[src/rtl/arb_pkg.sv]
// Shared types and constants for the round-robin arbiter.
// The ownership hold limit in gen_rr_arbiter is compiled in only when
// ARB_HOLD_LIMIT_EN is defined.
package arb_pkg;

    // Arbiter FSM states
    typedef enum logic [1:0] {
        IDLE    = 2'd0,
        OWN     = 2'd1,
        RELEASE = 2'd2
    } arb_state_t;

    // Default parameter values
    localparam int ARB_N_DEF        = 4;
    localparam int ARB_IDW_DEF      = 2;
    localparam int ARB_HOLD_MAX_DEF = 8;

    // Ceiling log2 for sizing counters at elaboration time
    function automatic int arb_clog2(input int value);
        int r;
        r = 0;
        for (int i = 0; i < 32; i++) begin
            if ((1 << r) < value) begin
                r = r + 1;
            end
        end
        return r;
    endfunction

endpackage

[src/rtl/rr_pick.sv]
// Combinational round-robin picker: finds the first set request bit
// scanning from ptr upward, wrapping modulo N.
module rr_pick #(
    parameter int N   = 4,
    parameter int IDW = 2
) (
    input  logic [N-1:0]   req,
    input  logic [IDW-1:0] ptr,
    output logic           any,
    output logic [IDW-1:0] win
);

    // Doubling the vector lets ptr+i index past N without a modulo.
    logic [2*N-1:0] dbl;
    logic [N-1:0]   cand;
    logic [IDW-1:0] pos [N];

    assign dbl = {req, req};

    // One slice per scan offset: candidate bit and its wrapped requester index
    for (genvar g = 0; g < N; g++) begin : g_slice
        logic [IDW:0] sum;
        assign sum     = {1'b0, ptr} + (IDW+1)'(g);
        assign cand[g] = dbl[sum];
        assign pos[g]  = IDW'((sum >= (IDW+1)'(N)) ? (sum - (IDW+1)'(N)) : sum);
    end

    // Lowest scan offset with a candidate wins
    always_comb begin
        any = 1'b0;
        win = '0;
        for (int i = N - 1; i >= 0; i--) begin
            if (cand[i]) begin
                any = 1'b1;
                win = pos[i];
            end
        end
    end

endmodule

[src/rtl/gen_rr_arbiter.sv]
// Round-robin arbiter for N requesters sharing one resource.
// Sequence: IDLE (arbitrate) -> OWN (hold until done/withdraw) ->
// RELEASE (one turnaround cycle) -> IDLE.
// Define ARB_HOLD_LIMIT_EN to force release after HOLD_MAX owned cycles.
//
// Handshake: a requester holds req[i] high until it sees gnt[i]; it keeps
// req[i] high for as long as it wants ownership and ends ownership either by
// pulsing done (while gnt_valid=1) or by dropping req[i]. Either ends the
// grant on the next edge; done outside ownership is ignored.
module gen_rr_arbiter
    import arb_pkg::*;
#(
    parameter int N        = ARB_N_DEF,
    parameter int IDW      = ARB_IDW_DEF,
    parameter int HOLD_MAX = ARB_HOLD_MAX_DEF
) (
    input  logic           clk,
    input  logic           rst,
    input  logic [N-1:0]   req,
    input  logic           done,
    output logic [N-1:0]   gnt,
    output logic           gnt_valid,
    output logic [IDW-1:0] gnt_id,
    output logic           busy,
    output arb_state_t     state_dbg
);

    if (N < 2 || N > 32 || (2 ** IDW) < N || HOLD_MAX < 1) begin : g_cfg_error
        $error("gen_rr_arbiter: invalid parameter combination");
    end

    arb_state_t     state_q, state_d;
    logic [IDW-1:0] owner_q, owner_d;
    logic [IDW-1:0] ptr_q,   ptr_d;

    logic           pick_any;
    logic [IDW-1:0] pick_win;
    logic [IDW-1:0] next_ptr;
    logic           hold_limit;
    logic           release_now;

    rr_pick #(
        .N   (N),
        .IDW (IDW)
    ) u_pick (
        .req (req),
        .ptr (ptr_q),
        .any (pick_any),
        .win (pick_win)
    );

`ifdef ARB_HOLD_LIMIT_EN
    localparam int HCW = arb_clog2(HOLD_MAX + 1);

    logic [HCW-1:0] hold_q, hold_d;

    // Ownership counter: zero outside OWN, counts owned cycles inside
    always_comb begin
        hold_d = '0;
        if (state_q == OWN) begin
            hold_d = hold_q + HCW'(1);
        end
    end

    // Ownership counter register
    always_ff @(posedge clk) begin
        if (rst) begin
            hold_q <= '0;
        end else begin
            hold_q <= hold_d;
        end
    end

    assign hold_limit = (state_q == OWN) && (hold_q == HCW'(HOLD_MAX - 1));
`else
    assign hold_limit = 1'b0;
`endif

    // Wrap is an explicit compare so non-power-of-two N rotates correctly
    assign next_ptr    = (owner_q == IDW'(N - 1)) ? '0 : owner_q + IDW'(1);
    assign release_now = done | ~req[owner_q] | hold_limit;

    // Next-state logic: arbitrate in IDLE, hold in OWN, one-cycle turnaround
    always_comb begin
        state_d = state_q;
        owner_d = owner_q;
        ptr_d   = ptr_q;
        unique case (state_q)
            IDLE: begin
                if (pick_any) begin
                    state_d = OWN;
                    owner_d = pick_win;
                end
            end
            OWN: begin
                if (release_now) begin
                    state_d = RELEASE;
                    ptr_d   = next_ptr;
                end
            end
            RELEASE: begin
                state_d = IDLE;
            end
            default: begin
                state_d = IDLE;
            end
        endcase
    end

    // State, owner and rotation pointer registers
    always_ff @(posedge clk) begin
        if (rst) begin
            state_q <= IDLE;
            owner_q <= '0;
            ptr_q   <= '0;
        end else begin
            state_q <= state_d;
            owner_q <= owner_d;
            ptr_q   <= ptr_d;
        end
    end

    // Per-requester grant slice: asserted only for the owner while in OWN
    for (genvar g = 0; g < N; g++) begin : g_gnt
        assign gnt[g] = (state_q == OWN) && (owner_q == IDW'(g));
    end

    assign gnt_valid = |gnt;
    assign gnt_id    = (state_q == OWN) ? owner_q : '0;
    assign busy      = (state_q != IDLE);
    assign state_dbg = state_q;

endmodule

[config.mk]
export PLATFORM = sky130hd
export DESIGN_NAME = gen_rr_arbiter
export DESIGN_NICKNAME = d
export VERILOG_FILES = /design/src/rtl/arb_pkg.sv /design/src/rtl/rr_pick.sv /design/src/rtl/gen_rr_arbiter.sv
export SDC_FILE = /design/constraint.sdc
export NUM_CORES = 1
export LEC_CHECK = 0
export CORE_AREA = 3 3 40 42
export CTS_CLUSTER_DIAMETER = 30
export CTS_CLUSTER_SIZE = 16
export DETAILED_ROUTE_END_ITERATION = 6
export DIE_AREA = 0 0 43 45
export PLACE_DENSITY = 0.78
export SLEW_MARGIN = 20
export SYNTH_ARGS = -nofsm -noshare
export SYNTH_HDL_FRONTEND = slang
export SYNTH_SLANG_ARGS = --single-unit
[constraint.sdc]
create_clock -name clk -period 1.78 [get_ports clk]
set_input_delay 0.267 -clock clk [delete_from_list [all_inputs] [get_ports clk]]
set_output_delay 0.267 -clock clk [all_outputs]
set_load 0.005 [all_outputs]
* Yosys cells after proc, flatten, opt, wreduce, memory -nomap -nowiden
Index checks and enable logic that the tools add are counted.
Operators by class: magnitude comparators 9, equality and inequality tests 6, add/subtract/negate cells 8, bitwise operators 2, multiplexer cells 27, reduce and logical (&&, ||, !) cells 11
Operators by type and width (number):
- $mux 2 | 12
- $lt 3x4->1 const B | 3
- $bmux 1 s3 | 3
- $ge 3x3->1 const B | 3
- $mux 1 | 9
- $sub 2x1->2 const B | 4
- $add 2x2->3 const B | 2
- $reduce_and 2->1 | 3
- $bmux 1 s2 | 2
- $eq 2x1->1 const B | 2
- $eq 2x2->1 const B | 2
- $logic_and 1x1->1 | 4
- $logic_not 2->1 | 2
- $lt 2x4->1 const B | 1
- $ne 2x2->1 const B | 2
- $pmux 2 s2 | 1
- $reduce_or 4->1 | 1
- $add 2x1->3 const B | 1
- $ge 2x3->1 const B | 1
- $lt 2x3->1 const B | 1
- $add 2x1->2 const B | 1
- $reduce_bool 2->1 | 1
- $not 1->1 | 1
- $or 1x1->1 | 1
Word-level totals: output and inout bits 10, bits in registers 6, bits of input ports 7

* Logic depth before layout (Yosys ltp)
Gate-level depths: netlist (run 1).
word-level depth 9, gate-level depth with buffers 4

* Modules after synthesis
From an unflattened synthesis (run 1), not the netlist that was laid out.
Second synthesis, totals: cell total of the unflattened synthesis 71, area total of the unflattened synthesis 564.3 um^2
Modules (own cells, without submodules):
- gen_rr_arbiter | times used 1, seq. area each 120.1 um^2, cells each 43, area each 394.1 um^2
- rr_pick | times used 1, seq. area each 0.0 um^2, cells each 28, area each 170.2 um^2

* Least setup slack after synthesis (run 1)
OpenSTA, ideal clock, no wires.
path kind register -> output, start register owner_q[0], end output port gnt_valid, slack 0.185 ns, data arrival time 1.328 ns, path buffers 0, stages on the path, launching flop included 5, cells stage by stage dfxtp_1 -> inv_1 -> ha_1 -> and2_1 -> or4_1
Between the ends: cells in the longest elaborated chain, start to end 3
Ends and longest elaborated chain:
- start: declaration | line gen_rr_arbiter.sv:33 | logic [IDW-1:0] owner_q, owner_d;
- start signal: assignment | line gen_rr_arbiter.sv:118 | owner_q <= owner_d;
- $eq 2x2->1 | line gen_rr_arbiter.sv:125 | assign gnt[g] = (state_q == OWN) && (owner_q == IDW'(g));
- $logic_and 1x1->1 | line gen_rr_arbiter.sv:125
- net gnt[2] | line gen_rr_arbiter.sv:21 | output logic [N-1:0] gnt,
- $reduce_or 4->1 | line gen_rr_arbiter.sv:128 | assign gnt_valid = |gnt;
- end: declaration | line gen_rr_arbiter.sv:22 | output logic gnt_valid,
The timed path passes the listed nets, and every way through them passes these cells.

* Worst setup path in the final report (run 1)
start register owner_q[1], end output port gnt_valid
Between the ends: cells in the longest elaborated chain, start to end 3
Ends and longest elaborated chain (line):
- $eq 2x1->1 (tied with other cells) | gen_rr_arbiter.sv:125
- $logic_and 1x1->1 | gen_rr_arbiter.sv:125
- $reduce_or 4->1 (*) | gen_rr_arbiter.sv:128
Mark *: on every way between the ends. The rest lies on a longest branch, timed or not.

==> metrics, run 1 <==
Total Neg Setup Slack=-0.1036 ns; Area growth, synth to finish=71.06%; Clock Sinks=6; Initial Util=42.06%; Pwr Total=~580 uW; Post-Synth XOR/XNOR Area=0%; drt pass-1 iters=4; deepest clock path buffer count=2; Port-buffer cells=16; hold-fix buffers at CTS=0; worst path required time=between 1.5 and 2 ns; Syn Nets=71; cell count after placement=102; Die Wd=between 40 and 50 um; uppermost routed layer=met4; Critical Path Sink Type=primary output; Fin Hold WS=between 0.6 and 0.7 ns; post-synthesis register bit count=6; FP Rows=13; violated checks=setup timing; GPL Wtd Cong=between 0.7 and 0.8; critical path type=reg -> out; worst-skew pair later-pin latency=approximately 0.25 ns; gr ovfl total=0; fin. max-slew vios=0; die area=between 0.0015 and 0.002 mm2; Pleak=between 0.4 and 0.5 nW; worst slew pin tran=0.3735 ns; Final setup viols=2; Synth area leaders=dfxtp_1, ha_1, mux2i_1, and2_1, mux2_2; DR WL met2=between 800 and 900 um; M1 wire length=674 um; H-tree depth=1; Final period util=105.4%; drt via density=around 5.4; Post-Syn Area=roughly 540 um2; PwrDens=around 630 mW/mm2; wire length on met3=between 70 and 80 um; Avg Cell Area, Syn=slightly above 9 um2; pin count of the biggest net entering global routing=10; antenna viol nets, final=0; Final WS setup=-0.09553 ns; post-synthesis compound-gate area fraction=between 10% and 20%; mux cell area share after synthesis=roughly 22%; Layout Cells excl Fill=between 100 and 150; FFs w/ async S/R, synth=0%; # IOs=17; post-layout min period=between 1.5 and 2 ns; Routed WL per cell=between 15 and 20 um; sequential-to-total area share from yosys stat=~22%; Core ar.=about 0.0013 mm2; n_diodes=0; vias in the first global route=561; share of the synthesized area in the top cell type=~22%; CTS tree=yes; RSZ-0062 raised after global routing=true; Synth Area in Adders=11.57%; Routed WL=around 1.6 mm; Vias=slightly below 600; Syn Inst Count=59; status=finished with violations; Die Ht=about 45 um; TritonCTS Buffers=3; Main synth FF type=dfxtp_1; Syn. warnings=0; nets=106; Iter 0 DRT Violations=12; Hold Crit Class=reg -> reg; Root Driver=clkbuf_4; initial antenna violation count=0; DRC violations left=0; maxcap violations=0; CP Max Fanout=5; largest family of logic cells by synthesized area=simple AND/OR/NAND/NOR gates; worst vdd ir=around 0.40 mV; first-pass GRT wire length=between 2 and 2.5 mm; slew margin rel.=between 70 and 80%; crit-path cells=ha_2 > and2_1 > or4_1 > buf_2; share of cells above drive strength 1=41.30%; fmax=about 530 MHz; Netlist cell types=23; Crit-path slowest cell=or4_1; slowest cell delay on critical path=just over 0.5 ns; Clock transition at path regs=approximately 0.050 ns; GRT Overall Usage=16.85%; Post-synth top cells=and2_1, dfxtp_1, nor2_1; Post-synth EDFFs=0; post-synth top area cell=dfxtp_1; Clock Skews=between 0.004 and 0.005 ns; Hold Vio Cnt, Final=0; Post-Synth Simple-Gate Area=23.84%; Critical Path AT=between 1.5 and 2 ns; Detailed Place HPWL=between 1 and 1.5 mm; startpoint class of the critical path=flip-flop
-- worst paths after layout --
check	to	start	cells after the start	slack (ns)
worst max-delay path	gnt_valid	owner_q[1]	4	-0.1
worst min-delay path	owner_q[0]	owner_q[0]	2	0.66
worst max register to register	ptr_q[0]	owner_q[1]	5	-0.01
worst min register to register	owner_q[0]	owner_q[0]	2	0.66
-- worst max-delay path: cells and delay by family, from the launching register on --
family        cells  cell delay [ns]
simple gates      2             0.66
buf+inv           1             0.15
flops             1             0.37
fa+ha+maj         1             0.18
-- logic make-up (layout without fill, tap and decap cells) --
group | after synthesis | count (layout)
AO/OA/AOI/OAI | 8 | 8
adder cells (fa/ha/maj) | 5 | 5
buffers and inverters | 7 | 40
flip-flops | 6 | 6
multiplexers | 10 | 10
AND/OR/NAND/NOR | 23 | 23
-- area by class of cell --
| class | count | area, um2 |
|---|---|---|
| Multi-Input combinational cell | 46 | 441.7 |
| Fill cell | 103 | 360.3 |
| Timing Repair Buffer | 32 | 290.3 |
| Sequential cell | 6 | 127.6 |
| Inverter | 5 | 23.77 |
| Clock buffer | 3 | 22.52 |
| Tap cell | 15 | 18.77 |
-- placed cells by master (no fill, tap or decap), types with 2 or more instances in the layout --
cell,count
mux2i_1,5
and2_4,3
inv_4,2
mux2_2,3
inv_1,3
a32o_1,2
dlymetal6s2s_1,3
nor2_1,6
buf_4,14
or4_1,2
nor4_1,2
dfxtp_4,2
nand2b_1,2
nor2b_1,2
a211o_1,2
clkbuf_4,3
clkdlybuf4s50_1,12
dfxtp_1,4
and2_1,3
ha_4,3
buf_6,2
-- sequential cells by signal, summed over array words and instances (netlist names) --
signal,cells
ptr_q,2
state_dbg,2
owner_q,2
-- per-stage QoR --
step / instance area, um2 / util [%] / setup WS [ns]
after floorplan: 540.5 / - / 0.1847
after global placement: 809.5 / 63.00 / -0.1786
after detailed placement: 809.5 / 63.00 / -0.2387
after CTS: 858.3 / 66.80 / -0.1130
after global routing: 924.6 / 71.96 / -0.1184
final: 924.6 / 71.96 / -0.09553
-- layer usage --
metal / vias up / GRT usage [%]
met2: 17 / 24.55
met3: 8 / 3.984
met1: 274 / 22.03
met4: 0 / 11.45
met5: - / 0
li1: 280 / -
-- timing repair --
item                                    CTS  global route
pin swaps                                 2             2
resized for setup                        14            14
setup buffers                             0             2
endpoints found under the setup margin    4             6
-- power by group --
| part | total [mW] | switching, mW | internal, mW |
|---|---|---|---|
| Sequential | 0.177 | 0.0260 | 0.151 |
| Clock | 0.125 | 0.0486 | 0.0762 |
| Combinational | 0.281 | 0.109 | 0.172 |
| Total | 0.583 | 0.184 | 0.399 |
(Power assumes the default switching activity.)
==> inputs of run 2 (changes only) <==
--- a/config.mk
+++ b/config.mk
@@ -11,7 +11,7 @@
 export DETAILED_ROUTE_END_ITERATION = 6
 export DIE_AREA = 0 0 43 45
 export PLACE_DENSITY = 0.78
-export SLEW_MARGIN = 20
+export SLEW_MARGIN = 10
 export SYNTH_ARGS = -nofsm -noshare
 export SYNTH_HDL_FRONTEND = slang
 export SYNTH_SLANG_ARGS = --single-unit
==> results of run 2 <==
No change in the layout: final DEF, timing and power equal those of run 1.
